--- config.mk ---
export PLATFORM = sky130hd
export DESIGN_NAME = tlb_lookup
export DESIGN_NICKNAME = d
export VERILOG_FILES = /design/src/rtl/tlb_lookup.sv
export SDC_FILE = /design/constraint.sdc
export NUM_CORES = 1
export LEC_CHECK = 0
export ABC_AREA = 1
export BUFFER_PORTS_ARGS = -buffer_cell sky130_fd_sc_hd__buf_2
export CAP_MARGIN = 20
export CORE_AREA = 2 2 593 595
export CTS_CLUSTER_DIAMETER = 200
export DETAILED_ROUTE_END_ITERATION = 16
export DIE_AREA = 0 0 595 597
export PLACE_DENSITY_LB_ADDON = 0.1
export REMOVE_ABC_BUFFERS = 1
export SYNTH_ARGS = -nofsm -noshare
export SYNTH_HDL_FRONTEND = slang
export SYNTH_SLANG_ARGS = --single-unit
--- constraint.sdc ---
create_clock -name clk -period 3 [get_ports clk]
set_input_delay 0.3 -clock clk [delete_from_list [all_inputs] [get_ports clk]]
set_output_delay 0.3 -clock clk [all_outputs]
set_load 0.01 [all_outputs]
--- src/rtl/tlb_lookup.sv ---
// Two-stage pipelined TLB lookup. It translates {vaddr, asid, plv, access type}
// into a physical address, a memory type and a translation exception, using the
// live entry array from the TLB storage block.

package tlb_pkg;

    // One page half (even or odd) of a TLB entry
    typedef struct packed {
        logic [19:0] ppn;
        logic [1:0]  plv;
        logic [1:0]  mat;
        logic        d;
        logic        v;
    } tlb_half_t;

    // Full TLB entry as produced by the storage block
    typedef struct packed {
        logic        e;
        logic [18:0] vpn;
        logic [5:0]  ps;
        logic        g;
        logic [9:0]  asid;
        tlb_half_t   p0;
        tlb_half_t   p1;
    } tlb_entry_t;

    // Translation exception codes
    typedef enum logic [2:0] {
        EXC_NONE = 3'd0,
        EXC_TLBR = 3'd1,
        EXC_PIL  = 3'd2,
        EXC_PIS  = 3'd3,
        EXC_PIF  = 3'd4,
        EXC_PPI  = 3'd5,
        EXC_PME  = 3'd6
    } exc_e;

endpackage

module tlb_lookup
    import tlb_pkg::*;
#(
    parameter int TLB_ENTRY_NUM = 16,
    localparam int IW = $clog2(TLB_ENTRY_NUM)
) (
    input  logic             clk,
    input  logic             rst,
    input  logic             flush_i,
    input  tlb_entry_t       entries_i [TLB_ENTRY_NUM],
    input  logic             req_valid_i,
    output logic             req_ready_o,
    input  logic [31:0]      req_vaddr_i,
    input  logic [9:0]       req_asid_i,
    input  logic [1:0]       req_plv_i,
    input  logic             req_store_i,
    input  logic             req_fetch_i,
    output logic             resp_valid_o,
    input  logic             resp_ready_i,
    output logic [31:0]      resp_paddr_o,
    output logic [1:0]       resp_mat_o,
    output logic             resp_hit_o,
    output logic [IW-1:0]    resp_index_o,
    output logic [2:0]       resp_exc_o
);

    // Does one entry translate this request?
    function automatic logic entry_match(input tlb_entry_t ent,
                                         input logic [31:0] va,
                                         input logic [9:0]  asid);
        return ent.e && (ent.g || ent.asid == asid) &&
               ent.vpn[18:10] == va[31:23] &&
               (ent.ps == 6'd21 || ent.vpn[9:0] == va[22:13]);
    endfunction

    logic           s1_valid;
    logic           s1_hit;
    logic [IW-1:0]  s1_index;
    tlb_half_t      s1_half;
    logic           s1_ps21;
    logic [20:0]    s1_va_low;
    logic [1:0]     s1_plv;
    logic           s1_store;
    logic           s1_fetch;

    logic           match_hit;
    logic [IW-1:0]  match_idx;
    tlb_entry_t     sel_entry;
    logic           sel_odd;
    tlb_half_t      sel_half;

    logic           s2_adv;
    logic           s1_adv;

    logic [31:0]    s2_paddr;
    logic [1:0]     s2_mat;
    exc_e           s2_exc;

    assign s2_adv      = !resp_valid_o || resp_ready_i;
    assign s1_adv      = !s1_valid || s2_adv;
    assign req_ready_o = !rst && !flush_i && s1_adv;

    // Parallel compare; scanning downward lets the lowest matching index win
    always_comb begin
        match_hit = 1'b0;
        match_idx = '0;
        for (int i = TLB_ENTRY_NUM - 1; i >= 0; i--) begin
            if (entry_match(entries_i[i], req_vaddr_i, req_asid_i)) begin
                match_hit = 1'b1;
                match_idx = IW'(i);
            end
        end
    end

    // Pick the page half addressed by the request inside the winning entry
    always_comb begin
        sel_entry = entries_i[match_idx];
        sel_odd   = (sel_entry.ps == 6'd21) ? req_vaddr_i[21] : req_vaddr_i[12];
        sel_half  = sel_odd ? sel_entry.p1 : sel_entry.p0;
    end

    // Stage 1: snapshot the selected half so later entry writes cannot leak in
    always_ff @(posedge clk) begin
        if (rst) begin
            s1_valid  <= 1'b0;
            s1_hit    <= 1'b0;
            s1_index  <= '0;
            s1_half   <= '0;
            s1_ps21   <= 1'b0;
            s1_va_low <= '0;
            s1_plv    <= '0;
            s1_store  <= 1'b0;
            s1_fetch  <= 1'b0;
        end else if (flush_i) begin
            s1_valid <= 1'b0;
        end else if (s1_adv) begin
            s1_valid <= req_valid_i;
            if (req_valid_i) begin
                s1_hit    <= match_hit;
                s1_index  <= match_idx;
                s1_half   <= match_hit ? sel_half : '0;
                s1_ps21   <= match_hit && (sel_entry.ps == 6'd21);
                s1_va_low <= req_vaddr_i[20:0];
                s1_plv    <= req_plv_i;
                s1_store  <= req_store_i;
                s1_fetch  <= req_fetch_i;
            end
        end
    end

    // Stage 2 combinational: physical address and prioritised exception
    always_comb begin
        s2_exc   = EXC_NONE;
        s2_paddr = '0;
        s2_mat   = '0;
        if (!s1_hit) begin
            s2_exc = EXC_TLBR;
        end else if (!s1_half.v) begin
            s2_exc = s1_fetch ? EXC_PIF : (s1_store ? EXC_PIS : EXC_PIL);
        end else begin
            s2_paddr = s1_ps21 ? {s1_half.ppn[19:9], s1_va_low}
                               : {s1_half.ppn, s1_va_low[11:0]};
            s2_mat   = s1_half.mat;
            if (s1_plv > s1_half.plv) begin
                s2_exc = EXC_PPI;
            end else if (s1_store && !s1_half.d) begin
                s2_exc = EXC_PME;
            end
        end
    end

    // Output stage: load when free or consumed, otherwise hold the response stable
    always_ff @(posedge clk) begin
        if (rst) begin
            resp_valid_o <= 1'b0;
            resp_paddr_o <= '0;
            resp_mat_o   <= '0;
            resp_hit_o   <= 1'b0;
            resp_index_o <= '0;
            resp_exc_o   <= '0;
        end else if (flush_i) begin
            resp_valid_o <= 1'b0;
        end else if (s2_adv) begin
            resp_valid_o <= s1_valid;
            if (s1_valid) begin
                resp_paddr_o <= s2_paddr;
                resp_mat_o   <= s2_mat;
                resp_hit_o   <= s1_hit;
                resp_index_o <= s1_index;
                resp_exc_o   <= s2_exc;
            end
        end
    end

endmodule
== Yosys cells after proc, flatten, opt, wreduce, memory -nomap -nowiden ==
Cells that the tools add are included.

* Flip-flop bits (word level): 101
* Logic and storage cells: 231
* Output and inout bits: 44
* Bits of input ports: 1475

* Bitwise logic cells: 2
* Equal/unequal tests: 65
* Magnitude comparators: 2
* Reduce and logical (&&, ||, !) cells: 94
* Mux-type cells: 49

{| class="wikitable"
|+ Operators by type and width
! kind !! number
|-
| 89-bit binary-select mux with 4-bit select || 1
|-
| 10-bit equality test || 32
|-
| 9-bit equality test || 16
|-
| 69-bit 2-to-1 mux || 2
|-
| 6-bit by 5-bit equality test with 1-bit output, second input constant || 17
|-
| 32-bit 2-to-1 mux || 2
|-
| 4-bit 2-to-1 mux || 16
|-
| 1-bit logical AND || 52
|-
| 26-bit 2-to-1 mux || 2
|-
| 1-bit logical OR || 34
|-
| 21-bit 2-to-1 mux || 1
|-
| 1-bit 2-to-1 mux || 18
|-
| 3-bit 2-to-1 mux || 5
|-
| 3-bit AND reduction || 2
|-
| 5-bit greater-or-equal comparator, second input constant || 1
|-
| 1-bit logical NOT || 5
|-
| 4-bit inverter with 5-bit output || 1
|-
| 2-bit 2-to-1 mux || 2
|-
| 2-bit > comparator || 1
|-
| 2-bit OR reduction || 1
|-
| 1-bit inverter || 1
|}

== Logic depth before layout (Yosys ltp) ==
* Depth after elaboration: 29
* Mapped depth: 37
* Depth with buffers taken out: 35

== Worst setup path after synthesis ==
OpenSTA, ideal clock, no wires.

* Path kind: in2reg
* From: input req_asid_i[9]
* To: register s1_half[0] in the netlist's numbering
* Path buffers: 4
* Library setup time: 0.132 ns
* Data arrival time: 2.838 ns
* Setup slack: 0.030 ns
* Stages on the path: 24
* Required time: 2.868 ns
* Cells stage by stage: buf_2 buf_4 xor2_1 nor4_1 a31o_2 nand4_1 nand2_1 inv_1 nand2_1 nand2_1 nand2_2 nand2_4 buf_6 o21ai_1 nand3_1 nand3_1 nand3_2 nand2_2 nand2_4 nand2_8 buf_2 nand2_1 nand3_1 a21oi_1

* Cells in the longest elaborated chain, start to end: 29
* Elaborated cells on any way between the ends: 120
* Classes of those cells: 17 x eq/ne; 38 x mux; 1 x bitwise; 64 x reduce/logical

{| class="wikitable"
|+ Ends and longest elaborated chain
! what !! line !! text
|-
| from (decl) || 53 || <nowiki>input logic [9:0] req_asid_i,</nowiki>
|-
| 10-bit equality test || 70 || <nowiki>return ent.e && (ent.g || ent.asid == asid) &&</nowiki>
|-
| 1-bit logical OR || 70 ||
|-
| 1-bit logical AND (2 in series) || 70 ||
|-
| 1-bit logical AND || 71 || <nowiki>ent.vpn[18:10] == va[31:23] &&</nowiki>
|-
| 4-bit 2-to-1 mux (16 in series) || 107 || <nowiki>if (entry_match(entries_i[i], req_vaddr_i, req_asid_i)) begin</nowiki>
|-
| 4-bit inverter with 5-bit output (implied by the code) || 116 || <nowiki>sel_entry = entries_i[match_idx];</nowiki>
|-
| 89-bit binary-select mux with 4-bit select || 116 ||
|-
| 69-bit 2-to-1 mux (implied by the code) (2 in series) || 116 ||
|-
| 6-bit by 5-bit equality test with 1-bit output || 117 || <nowiki>sel_odd = (sel_entry.ps == 6'd21) ? req_vaddr_i[21] : req_vaddr_i[12];</nowiki>
|-
| 1-bit 2-to-1 mux || 117 ||
|-
| 26-bit 2-to-1 mux || 118 || <nowiki>sel_half = sel_odd ? sel_entry.p1 : sel_entry.p0;</nowiki>
|-
| 26-bit 2-to-1 mux * || 140 || <nowiki>s1_half <= match_hit ? sel_half : '0;</nowiki>
|-
| to (signal assigned) || 140 ||
|-
| to (decl) || 78 || <nowiki>tlb_half_t s1_half;</nowiki>
|}

Mark *: on every way between the ends. The rest lies on a longest branch, timed or not. The select of a mux whose other input is x is not followed.
A chain may end at the register's enable or synchronous reset.

== Final worst setup path ==
* From: input req_vaddr_i[23]
* To: register s1_half[18] in the netlist's numbering

* Cells in the longest elaborated chain, start to end: 27
* Elaborated cells on any way between the ends: 88
* Classes of those cells: 17 x eq/ne; 38 x mux; 1 x bitwise; 32 x reduce/logical

{| class="wikitable"
|+ Ends and longest elaborated chain
! what !! line !! text
|-
| from (decl) || 52 || <nowiki>input logic [31:0] req_vaddr_i,</nowiki>
|-
| 9-bit equality test || 71 ||
|-
| 1-bit logical AND || 70 ||
|-
| 1-bit logical AND || 71 ||
|-
| 4-bit 2-to-1 mux (16 in series) || 107 ||
|-
| 4-bit inverter with 5-bit output (implied by the code) || 116 ||
|-
| 89-bit binary-select mux with 4-bit select || 116 ||
|-
| 69-bit 2-to-1 mux (implied by the code) (2 in series) || 116 ||
|-
| 6-bit by 5-bit equality test with 1-bit output || 117 ||
|-
| 1-bit 2-to-1 mux || 117 ||
|-
| 26-bit 2-to-1 mux || 118 ||
|-
| 26-bit 2-to-1 mux * || 140 ||
|}

Marked as above.

==> impl_metrics.yaml <==
global_routing:
  antenna_found_initial: 204
  grt_pass1_wl_um: 369000
  grt_pass1_vias: 39400
  track_usage_pct: 15.4
  grt_start_max_net_pins: 65
  overflow: 0
logic_synthesis:
  yosysWarnings: 0
  synth.avg_cell_area_um2: 5.34
  ys_ff_latch: 101
  synth_seq_area_share_pct: 9.33
  syn_inst: 4058
  synth_top_area_share_pct: 29.3
  synthFlopType: "dfxtp_1"
  async_flop_share_pct: 0
  synth_area_leaders: "nand3_1 (29%), nand2_1 (17%), dfxtp_1 (9.3%)"
  synth_area_mm2: 0.0217
  synth_edf_count: 0
  synth.distinct_cells: 54
  yosysTopAreaCell: "nand3_1"
finish:
  stdcell_area_mm2: 0.0452
  nets: 7598
  mostFrequentLayoutCells: "buf_2 (1490), nand3_1 (1128), nand2_1 (892)"
  final_common_cell: "buf_2"
  area_growth_pct: 109
  layout-drive-gt1-share_pct: 46.6
  fill_cells: 41100
worst_setup_path:
  r2r_slack_ns: 0.80
  cpPeakStageDelay_ns: 0.33
  cp.arrival_ns: 4.01
  critical_path_class: "primary input to flop"
  worstPathRequired_ns: 3.34
  slowest_stage: "nor4_2"
  path_common_cell: "nand2_4"
  worst-path-max-fanout: 7
  start_kind: "primary input"
  end_kind: "flop"
sta:
  min_period_over_period_pct: 122
  worstMarginPinSlew_ns: 0.734
  rsz0062_at_grt: "yes"
  finalHoldViolations: 0
  fmax_mhz: 273
  layout_min_cycle_time_ns: 3.66
  setup_viol_count_final: 28
  final_max_slew_viol_count: 0
  clock_skew_ns: 0.0224
  slew_headroom_pct: 51.0
  layout_setup_ws_ns: -0.664
clock_network:
  clockRootBuffer: "clkbuf_16"
  cts_buffer_depth: 2
  htree_levels: 3
  cts-hold-fix-buffers: 0
  cts_tree: "done"
  cts-buffers-inserted: 9
  clkTransAtPathRegs_ns: 0.11
  cts_sinks: 101
  worst_skew_pair.late_latency_ns: 0.42
floorplan:
  ios: 1519
  start_util_pct: 6.22
  die-area_mm2: 0.355
  row_count: 217
  die_h_um: 597
  die_w_um: 595
  design.core.area_mm2: 0.349
placement:
  port_buffers: 1518
  dp_hpwl_um: 247000
  placed_area_mm2: 0.0403
  gp_congestion: 0.863
power_and_ir_drop:
  power.switching_mw: 2.99
  internal_power_mw: 3.87
  combPwrFrac_pct: 58.6
  p_seq_share_pct: 20.1
  switching_share_pct: 43.6
  p_per_area_mw_per_mm2: 152
  total_power_mw: 6.86
  leakage_nw: 20.8
  peakVddDrop_v: 0.000254
  p_clk_share_pct: 21.2
drt:
  wl_per_cell_um: 26.7
  vias_per_cell: 3.49
  drtPass1Iterations: 6
  wirelength_um: 288000
  drc_errors: 0
  first_iter_violations: 1977
  postRouteAntennaNets: 0
  via_count: 37600
job:
  maxCapViolations: 0
outcome:
  violations: "setup timing"
  status: "complete, but fails checks"
hold_path:
  hp-class: "primary input to flop"
stage by stage:
| stage | cells | TNS [ns] | hold slack [ns] | utilization [%] | setup slack, ns |
|---|---|---|---|---|---|
| 2_1_floorplan | 3745 | -188.07 | 0.369 | - | -6.34 |
| 3_3_place_gp | 10600 | -57.65 | 0.446 | 11.6 | -2.40 |
| 3_5_place_dp | 10600 | -54.56 | 0.446 | 11.6 | -2.20 |
| 4_1_cts | 10700 | -22.66 | 0.0788 | 12.4 | -0.867 |
| 5_1_grt | 10700 | -21.36 | 0.106 | 13.0 | -0.829 |
| 6_report | 10800 | -16.62 | 0.125 | 13.0 | -0.664 |
worst paths after layout:
check | from | to | depth (start not counted)
max | req_vaddr_i[23] | s1_half[18]$_SDFFE_PP0P_ | 30
min | req_vaddr_i[0] | s1_va_low[0]$_SDFFE_PP0P_ | 3
max reg2reg | resp_valid_o$_SDFFE_PP0P_ | s1_half[11]$_SDFFE_PP0P_ | 12
min reg2reg | s1_va_low[11]$_SDFFE_PP0P_ | resp_paddr_o[11]$_SDFFE_PP0P_ | 2
routing by layer:
layer | track usage (%) | vias up | part of all wire [%]
li1 | - | 17900 | -
met1 | 16.7 | 17700 | 38
met2 | 31.0 | 1405 | 55
met3 | 2.84 | 396 | 4.9
met4 | 2.25 | 112 | 2.2
met5 | 0 | - | 0.24
layout make-up:
class / count / area [um^2] / area share (%)
Sequential cell: 101 / 2020 / 4.47
Timing Repair Buffer: 2363 / 16900 / 37.3
Antenna cell: 51 / 128 / 0.282
Tap cell: 4599 / 5750 / 12.7
Multi-Input combinational cell: 3407 / 19100 / 42.3
Clock buffer: 9 / 225 / 0.498
Timing Repair inverter: 2 / 17.5 / 0.0387
Inverter: 237 / 982 / 2.17
Clock inverter: 7 / 91.3 / 0.202
logic make-up after synthesis:
| group | after synthesis | synth area share, % |
|---|---|---|
| AO/OA/AOI/OAI | 240 | 6.60 |
| XOR/XNOR | 240 | 9.70 |
| adder cells (fa/ha/maj) | 2 | 0.115 |
| buffers and inverters | 550 | 12.3 |
| flip-flops | 101 | 9.33 |
| AND/OR/NAND/NOR | 2925 | 62.0 |
power groups by stage:
| stage | Combinational (mW) | Sequential, mW | Clock [mW] |
|---|---|---|---|
| 2_1_floorplan | 1.11 | 1.41 | 0 |
| 3_5_place_dp | 3.82 | 1.41 | 0 |
| 4_1_cts | 3.98 | 1.38 | 1.60 |
| 3_3_place_gp | 3.86 | 1.41 | 0 |
| 6_report | 4.02 | 1.38 | 1.46 |
| 5_1_grt | 4.40 | 1.38 | 1.59 |
cells in the mapped netlist, types with 8 or more instances:
library cell / n
nand2_1: 999
o21ai_0: 70
nand4_1: 93
buf_2: 80
buf_1: 16
xor2_1: 144
o211ai_1: 13
dfxtp_1: 101
buf_4: 47
inv_2: 16
buf_6: 41
o22ai_1: 11
inv_1: 216
a21oi_1: 87
xnor2_1: 96
nor3_1: 71
or2_2: 64
nor2_1: 317
o21ai_1: 8
nor4_1: 60
a41o_1: 8
nand3_1: 1270
clkbuf_1: 129
nor3b_1: 12
repair_timing:
action / CTS / global route
setup buffers: 54 / 36
pin swaps: 92 / 108
endpoints found under the setup margin: 32 / 32
resized for setup: 405 / 342
endpoints found under the hold margin: 0 / 0
gates cloned: 19 / 7
registers in the layout (all words and copies together), names as in the netlist:
signal,count
s1_half,26
resp_mat_o,2
s1_store,1
resp_paddr_o,32
s1_va_low,21
s1_valid,1
resp_valid_o,1
s1_ps21,1
s1_hit,1
resp_hit_o,1
resp_exc_o,3
s1_plv,2
s1_fetch,1
resp_index_o,4
s1_index,4
worst max-delay path, delay by kind of cell:
kind	cells	cell delay (ns)
simple gates	18	1.97
xor+xnor	1	0.17
compound gates	1	0.14
buf+inv	10	1.34
Power figures use the tool's default switching activity.
